==> src/rtl/div_iter_pkg.sv <==
// Shared core definitions: ALU operation codes plus the divider FSM encodings
// and the ready/not-ready constants.
package div_iter_pkg;

    typedef enum logic [7:0] {
        ALU_OP_NOP  = 8'h00,
        ALU_OP_DIV  = 8'h1A,
        ALU_OP_DIVU = 8'h1B
    } alu_op_e;

    typedef enum logic [1:0] {
        DIV_FREE   = 2'b00,
        DIV_BYZERO = 2'b01,
        DIV_ON     = 2'b10,
        DIV_END    = 2'b11
    } div_state_e;

    localparam logic DIV_READY     = 1'b1;
    localparam logic DIV_NOT_READY = 1'b0;

endpackage

==> src/rtl/div_step.sv <==
// One restoring division step: shift the next dividend bit into the partial
// remainder, subtract the divisor when it fits, and shift the quotient bit in.
module div_step #(
    parameter int WIDTH = 32
) (
    input  logic [WIDTH-1:0] rem_i,
    input  logic [WIDTH-1:0] dvd_i,
    input  logic [WIDTH-1:0] dvs_i,
    output logic [WIDTH-1:0] rem_o,
    output logic [WIDTH-1:0] dvd_o
);

    logic [WIDTH:0] trial;
    logic [WIDTH:0] diff;
    logic           fits;

    // The partial remainder is always below the divisor, so the trial value is
    // below twice the divisor and diff's top bit acts as the borrow.
    always_comb begin
        trial = {rem_i, dvd_i[WIDTH-1]};
        diff  = trial - {1'b0, dvs_i};
        fits  = ~diff[WIDTH];
        rem_o = fits ? diff[WIDTH-1:0] : trial[WIDTH-1:0];
        dvd_o = {dvd_i[WIDTH-2:0], fits};
    end

endmodule

==> src/rtl/div_iter.sv <==
// Iterative restoring divider, one quotient bit per clock. Result is
// {remainder, quotient}; signed mode divides magnitudes and corrects signs.
module div_iter
    import div_iter_pkg::*;
#(
    parameter int WIDTH = 32
) (
    input  logic                 clk,
    input  logic                 rst,
    input  logic                 signed_div_i,
    input  logic [WIDTH-1:0]     opdata1_i,
    input  logic [WIDTH-1:0]     opdata2_i,
    input  logic                 start_i,
    input  logic                 annul_i,
    output logic [2*WIDTH-1:0]   result_o,
    output logic                 ready_o,
    output logic                 busy_o
);

    localparam int CNT_W = $clog2(WIDTH + 1);
    localparam logic [CNT_W-1:0] CNT_LAST = CNT_W'(WIDTH);

    div_state_e           state_q, state_d;
    logic [CNT_W-1:0]     cnt_q, cnt_d;
    logic [WIDTH-1:0]     dvd_q, dvd_d;
    logic [WIDTH-1:0]     dvs_q, dvs_d;
    logic [WIDTH-1:0]     rem_q, rem_d;
    logic                 neg_q_q, neg_q_d;
    logic                 neg_r_q, neg_r_d;
    logic [2*WIDTH-1:0]   result_q, result_d;
    logic                 ready_q, ready_d;

    logic [WIDTH-1:0]     step_rem, step_dvd;
    logic [WIDTH-1:0]     abs1, abs2;
    logic [WIDTH-1:0]     quot_fix, rem_fix;
    logic                 sign1, sign2;

    div_step #(.WIDTH(WIDTH)) u_step (
        .rem_i (rem_q),
        .dvd_i (dvd_q),
        .dvs_i (dvs_q),
        .rem_o (step_rem),
        .dvd_o (step_dvd)
    );

    always_ff @(posedge clk) begin
        if (rst) begin
            state_q  <= DIV_FREE;
            cnt_q    <= '0;
            dvd_q    <= '0;
            dvs_q    <= '0;
            rem_q    <= '0;
            neg_q_q  <= 1'b0;
            neg_r_q  <= 1'b0;
            result_q <= '0;
            ready_q  <= DIV_NOT_READY;
        end else begin
            state_q  <= state_d;
            cnt_q    <= cnt_d;
            dvd_q    <= dvd_d;
            dvs_q    <= dvs_d;
            rem_q    <= rem_d;
            neg_q_q  <= neg_q_d;
            neg_r_q  <= neg_r_d;
            result_q <= result_d;
            ready_q  <= ready_d;
        end
    end

    always_comb begin
        state_d = state_q;
        case (state_q)
            DIV_FREE: begin
                if (start_i && !annul_i)
                    state_d = (opdata2_i == '0) ? DIV_BYZERO : DIV_ON;
            end
            DIV_BYZERO: state_d = annul_i ? DIV_FREE : DIV_END;
            DIV_ON: begin
                if (annul_i)
                    state_d = DIV_FREE;
                else if (cnt_q == CNT_LAST)
                    state_d = DIV_END;
            end
            DIV_END: begin
                if (!start_i || annul_i)
                    state_d = DIV_FREE;
            end
            default: state_d = DIV_FREE;
        endcase
    end

    always_comb begin
        busy_o = (state_q == DIV_ON) || (state_q == DIV_BYZERO);
    end

    // Magnitudes at latch time; the most-negative value maps onto itself,
    // which is still the correct unsigned magnitude.
    always_comb begin
        sign1    = signed_div_i & opdata1_i[WIDTH-1];
        sign2    = signed_div_i & opdata2_i[WIDTH-1];
        abs1     = sign1 ? -opdata1_i : opdata1_i;
        abs2     = sign2 ? -opdata2_i : opdata2_i;
        quot_fix = neg_q_q ? -dvd_q : dvd_q;
        rem_fix  = neg_r_q ? -rem_q : rem_q;
    end

    always_comb begin
        cnt_d    = cnt_q;
        dvd_d    = dvd_q;
        dvs_d    = dvs_q;
        rem_d    = rem_q;
        neg_q_d  = neg_q_q;
        neg_r_d  = neg_r_q;
        result_d = result_q;
        ready_d  = ready_q;
        case (state_q)
            DIV_FREE: begin
                result_d = '0;
                ready_d  = DIV_NOT_READY;
                if (start_i && !annul_i) begin
                    dvd_d   = abs1;
                    dvs_d   = abs2;
                    rem_d   = '0;
                    cnt_d   = '0;
                    neg_q_d = sign1 ^ sign2;
                    neg_r_d = sign1;
                end
            end
            DIV_BYZERO: begin
                if (!annul_i) begin
                    result_d = '0;
                    ready_d  = DIV_READY;
                end
            end
            DIV_ON: begin
                if (!annul_i) begin
                    if (cnt_q != CNT_LAST) begin
                        dvd_d = step_dvd;
                        rem_d = step_rem;
                        cnt_d = cnt_q + CNT_W'(1);
                    end else begin
                        result_d = {rem_fix, quot_fix};
                        ready_d  = DIV_READY;
                    end
                end
            end
            DIV_END: begin
                if (!start_i || annul_i) begin
                    result_d = '0;
                    ready_d  = DIV_NOT_READY;
                end
            end
            default: begin
                result_d = '0;
                ready_d  = DIV_NOT_READY;
            end
        endcase
    end

    assign result_o = result_q;
    assign ready_o  = ready_q;

endmodule

==> config.mk <==
export PLATFORM = sky130hd
export DESIGN_NAME = div_iter
export DESIGN_NICKNAME = d
export VERILOG_FILES = /design/src/rtl/div_iter_pkg.sv /design/src/rtl/div_step.sv /design/src/rtl/div_iter.sv
export SDC_FILE = /design/constraint.sdc
export NUM_CORES = 1
export LEC_CHECK = 0
export CAP_MARGIN = 20
export CORE_ASPECT_RATIO = 1.1
export CORE_UTILIZATION = 40
export CTS_CLUSTER_SIZE = 12
export DETAILED_ROUTE_END_ITERATION = 8
export PLACE_DENSITY = 0.65
export RECOVER_POWER = 25
export SYNTH_ARGS = -nofsm -noshare
export SYNTH_HDL_FRONTEND = slang
export SYNTH_SLANG_ARGS = --single-unit
export TNS_END_PERCENT = 100
==> constraint.sdc <==
create_clock -name clk -period 2.95 [get_ports clk]
set_clock_uncertainty 0.15 [all_clocks]
set_input_delay 0.59 -clock clk [delete_from_list [all_inputs] [get_ports clk]]
set_output_delay 0.59 -clock clk [all_outputs]
set_load 0.03 [all_outputs]
Yosys cells after proc, flatten, opt, wreduce, memory -nomap -nowiden
Index checks and enable logic that the tools add are counted.
Storage, ports and cells
  bits in registers: 171
  memories: 0
  output and inout bits: 66
  logic and storage cells: 77
  bits in writable memories: 0
  latch bits: 0
  memory bits (read-only): 0
  input port bits: 69
Operators by class
  add/sub/neg operators: 6
  div/mod/pow operators: 0
  equality and inequality tests: 12
  shifts and indexed selects: 0
  multiplexer cells: 34
  multiply operators: 0
  order comparisons: 0
  reductions and logical operators: 12
  bitwise logic cells: 4
Operators with widths (number)
  $mux W32: 11
  $mux W64: 4
  $pmux W64 S4: 1
  $neg A32 Y32: 4
  $pmux W32 S2: 2
  $sub A33 B32 Y33: 1
  $logic_not A32 Y1: 1
  $mux W6: 3
  $mux W2: 6
  $pmux W6 S2: 1
  $ne A2 B2 Y1 const B: 5
  $pmux W2 S4: 1
  $reduce_and A4 Y1: 2
  $add A6 B1 Y6 const B: 1
  $eq A6 B6 Y1 const B: 1
  $ne A6 B6 Y1 const B: 1
  $eq A2 B2 Y1 const B: 2
  $mux W1: 4
  $pmux W1 S4: 1
  $ne A3 B3 Y1 const B: 1
  $reduce_and A3 Y1: 1
  $and A1 B1 Y1: 2
  $eq A2 B1 Y1 const B: 1
  $logic_not A1 Y1: 2
  8 further kinds: 9

Logic depth before layout (Yosys ltp)
  depth after elaboration: 5
  gate-level depth with buffers: 14
  depth with buffers taken out: 12

Modules after synthesis
Synthesis repeated with hierarchy kept, for this count alone.
Second synthesis, totals
  cells, all modules: 1553
  area, all modules: 12109.1 um^2
Modules (own cells, without submodules)
  div_iter: times used 1, sequential area each 3423.3 um^2, area an instance 9510.4 um^2, cells an instance 1216
  div_step: times used 1, sequential area each 0.0 um^2, area an instance 2598.7 um^2, cells an instance 337

Worst setup path before layout
Ideal clock, no wire load.
  path type: reg-to-reg
  start: register dvd_q[31]
  end: register rem_q[28]
  data required time: 2.680 ns
  path buffers: 2
  period minus slack after synthesis: 2.984 ns
  cell stages (with the launch flop): 15
  setup time: 0.120 ns
  data arrival time: 2.714 ns
  setup slack: -0.034 ns
  path through: dfxtp_1 inv_1 ha_1 fa_1 nor2b_1 o2111ai_1 a21oi_1 a21boi_0 a21oi_1 a21oi_1 xnor2_1 buf_4 buf_2 a2bb2oi_1 o21ai_1
Between the ends
  cells in the longest elaborated chain, start to end: 5
Ends and longest elaborated chain
  start, declared: line div_iter.sv:25  | logic [WIDTH-1:0] dvd_q, dvd_d;
  start signal, assigned: line div_iter.sv:60  | dvd_q <= dvd_d;
  $sub A33 B32 Y33: line div_step.sv:21  | diff = trial - {1'b0, dvs_i};
  $mux W32: line div_step.sv:23  | rem_o = fits ? diff[WIDTH-1:0] : trial[WIDTH-1:0];
  $mux W32: line div_iter.sv:137  | if (cnt_q != CNT_LAST) begin
  $mux W32: line div_iter.sv:136  | if (!annul_i) begin
  $pmux W32 S2: line div_iter.sv:116  | case (state_q)
  end signal, assigned: line div_iter.sv:62  | rem_q <= rem_d;
  end, declared: line div_iter.sv:27  | logic [WIDTH-1:0] rem_q, rem_d;
No other way between the ends. The select of a mux whose other input is x is not followed.
A chain may end at the register's enable or synchronous reset.

Worst setup path after layout
  start: input opdata2_i[19]
  end: register dvs_q[29]
Between the ends
  cells in the longest elaborated chain, start to end: 2
Ends and longest elaborated chain
  start, declared: line div_iter.sv:12  | input logic [WIDTH-1:0] opdata2_i,
  $neg A32 Y32: line div_iter.sv:102  | abs2 = sign2 ? -opdata2_i : opdata2_i;
  $mux W32: line div_iter.sv:102
  end signal, assigned: line div_iter.sv:61  | dvs_q <= dvs_d;
  end, declared: line div_iter.sv:26  | logic [WIDTH-1:0] dvs_q, dvs_d;
No other way between the ends.

==> impl_results.md <==
- Clk root buf: clkbuf_16
- Post-DP Area: 13,700 um^2
- GPL Wtd Cong: 0.872
- Fin. max-slew vios: 0
- Syn Nets: 1,519
- ANT cells: 0
- Data arrival, critical path: 3.12 ns
- Share of layout cells above drive strength 1: 18.0%
- Pwr Density: 650 nW/um^2
- Die Area: 28,000 um^2
- Crit path required time: 3.16 ns
- First-pass DRT Iterations: 7
- Clock transition at path regs: 0.07 ns
- P_leak: 5.76 nW
- Slowest library cell on the worst path: or4_4
- Row count: 63
- Final instance area: 14,800 um^2
- Clk buf depth: 2
- Slew at the pin with the worst max-slew slack: 0.908 ns
- Synthesis-to-layout area growth: 35.3%
- Total wire length: 32.5 mm
- Starting Density: 40.7%
- H-tree Lvls: 4
- I/O pin total: 135
- Post-DP HPWL: 24.1 mm
- Worst-path maximum fanout: 2
- Outcome: finished with violations
- Power, Total: 0.00962 W
- Hold path start: result_o[59]
- CTS Buf Count: 17
- DRC: 2
- Violated checks: DRC
- Worst path cell trace: clkdlybuf4s50_1, or4_4, or3_4, or4_4, buf_4, o31ai_1, xor2_1, a211oi_1
- Worst setup SP type: input port
- # port buffers: 134
- Number of global-route vias before repair: 10,200
- Hold_buf cts: 0
- Endpoint type of the worst setup path: flop
- Mapped Cells: 1,407
- Worst setup startpoint: opdata2_i[19]
- DIE HEIGHT: 175 um
- Most frequent cells in the layout: nand2_1, buf_4, dfxtp_1
- Hold Path Stages: 2
- Die span in x: 160 um
- Hold Slack: 0.293 ns
- Clock sink total: 171
- Post-synth EDFFs: 0
- DRT iter0 DRCs: 682
- CTS tree: yes
- Syn avg cell area: 7.77 um^2
- Final setup violating endpoints: 0
- Synthesized cell area: 10,900 um^2
- Commonest non-fill, non-tap cell in the layout: nand2_1
- Top layer in use: met4
- Sequential area share after synthesis: 31.3%
- Vias per inst: 5.36
- Post-synth cell types: 76
- Max-cap violations: 0
- Clock Latency Late Sink: 0.44 ns
- RSZ-0062 raised after global routing: true
- Nets: 1,774
- Core area: 26,900 um^2
- Congestion Overflow GR: 0
- Cells on worst reg2reg path: 14
- Initial antenna violation count: 0
- Post-synth ARST share: 0%
- Flops & latches, synth: 171
- Routed met3 length: 1.41 mm
- Max stage delay on crit path: 0.54 ns
- Ys Warns: 0
- Flop2flop setup slack: 0.04 ns
- Final period util: 98.7%
- Total global-route track usage: 22.8%
- WS Path Type: input port to flop
- Met1 Wirelength: 14.2 mm
- Hold Fails Final Rpt: 0
- Via count: 10,900
- Met2 routed WL: 15.8 mm
- Worst hold path class: flop to flop
- Min cycle time layout: 2.91 ns
- Max VDD drop: 0.000464 V
- Max Freq: 0.343 GHz
- R2r startpoint: dvd_q[31]
- TNS Setup: 0 ns
- Wirelength per Cell: 16.0 um
- Top FF cell, synth: dfxtp_1
- Slew HR: 39.4%
- Most used cell along the critical path: or4_4
- Wire length of the first global-routing pass: 51.3 mm
- Routed Antenna Nets: 0
- Largest net degree at the start of global routing: 98
cell usage after synthesis, drive strengths merged (6+ instances only):
| cell type | n | area [um^2] |
|---|---|---|
| a31oi | 7 | 43.8 |
| ha | 42 | 526 |
| mux2i | 28 | 280 |
| nand3 | 26 | 135 |
| clkbuf | 70 | 273 |
| nand2 | 211 | 792 |
| inv | 58 | 218 |
| nor2 | 113 | 427 |
| o31ai | 31 | 258 |
| o21ai | 117 | 586 |
| a211oi | 32 | 240 |
| xor2 | 69 | 604 |
| o41ai | 16 | 181 |
| xnor2 | 78 | 683 |
| or3 | 15 | 114 |
| a21o | 11 | 82.6 |
| or4 | 15 | 125 |
| nand3b | 6 | 45.0 |
| o21a | 6 | 45.0 |
| o211ai | 21 | 158 |
| a22oi | 35 | 263 |
| nor3 | 19 | 105 |
| nor4 | 8 | 86.3 |
| dfxtp | 171 | 3420 |
| nand2b | 15 | 101 |
| buf | 11 | 51.3 |
| nor2b | 6 | 37.5 |
| a21oi | 109 | 546 |
layer usage:
layer  track usage [%]  up-vias
li1                  -     5516
met1              28.4     5052
met2              39.2      254
met3              3.21       60
met4              9.78        0
met5                 0        -
path summary, 6_finish.rpt:
check	end
worst max-delay path	dvs_q[29]
worst min-delay path	result_o[59]
worst max register to register	rem_q[0]
worst min register to register	result_o[59]
through the flow:
step / worst slack [ns] / instances / utilization [%]
2_1_floorplan: 0.00270 / 1407 / -
3_3_place_gp: -0.442 / 1985 / 51.1
3_5_place_dp: -0.479 / 1985 / 51.1
4_1_cts: -0.0502 / 2027 / 53.9
5_1_grt: -0.101 / 2032 / 55.1
6_report: 0.0376 / 2032 / 55.1
registers in the layout (all words and copies together), names as in the netlist:
name	cells
dvs_q	32
rem_q	32
dvd_q	32
neg_q_q	1
cnt_q	6
state_q	2
neg_r_q	1
result_o	64
ready_o	1
layout make-up:
class / count / area (um^2)
multi-input combinational: 1097 / 7290
inverter: 58 / 218
clock inverter: 13 / 133
tap: 357 / 447
clock buffer: 19 / 453
sequential: 171 / 3430
fill: 2487 / 12100
timing repair buffer: 317 / 2830
repair_timing:
action,4_1_cts,5_1_grt
setup buffers,8,4
pin swaps,4,25
gates resized for setup,22,83
endpoints found under the setup margin,38,46
gates cloned,2,2
cells by family after synthesis:
kind of cell / synth area share, %
AOI/OAI and AO/OA: 24.5
xor gates and xnor gates: 11.8
adders and majority gates: 4.99
buffers and inverters: 4.95
DFF: 31.3
muxes: 2.56
and+or+nand+nor: 19.9
where the power goes:
part	switching, W	internal, W
logic	0.00266	0.00187
clock network	0.00103	0.00123
registers	0.000270	0.00257
total	0.00396	0.00567
worst max-delay path: cells and delay by family:
kind / cells / cell delay (ns)
buffers and inverters: 2 / 0.58
xor gates and xnor gates: 1 / 0.11
and+or+nand+nor: 3 / 1.33
AOI/OAI and AO/OA: 2 / 0.51
Note: power is estimated with default switching activity, not from simulation.
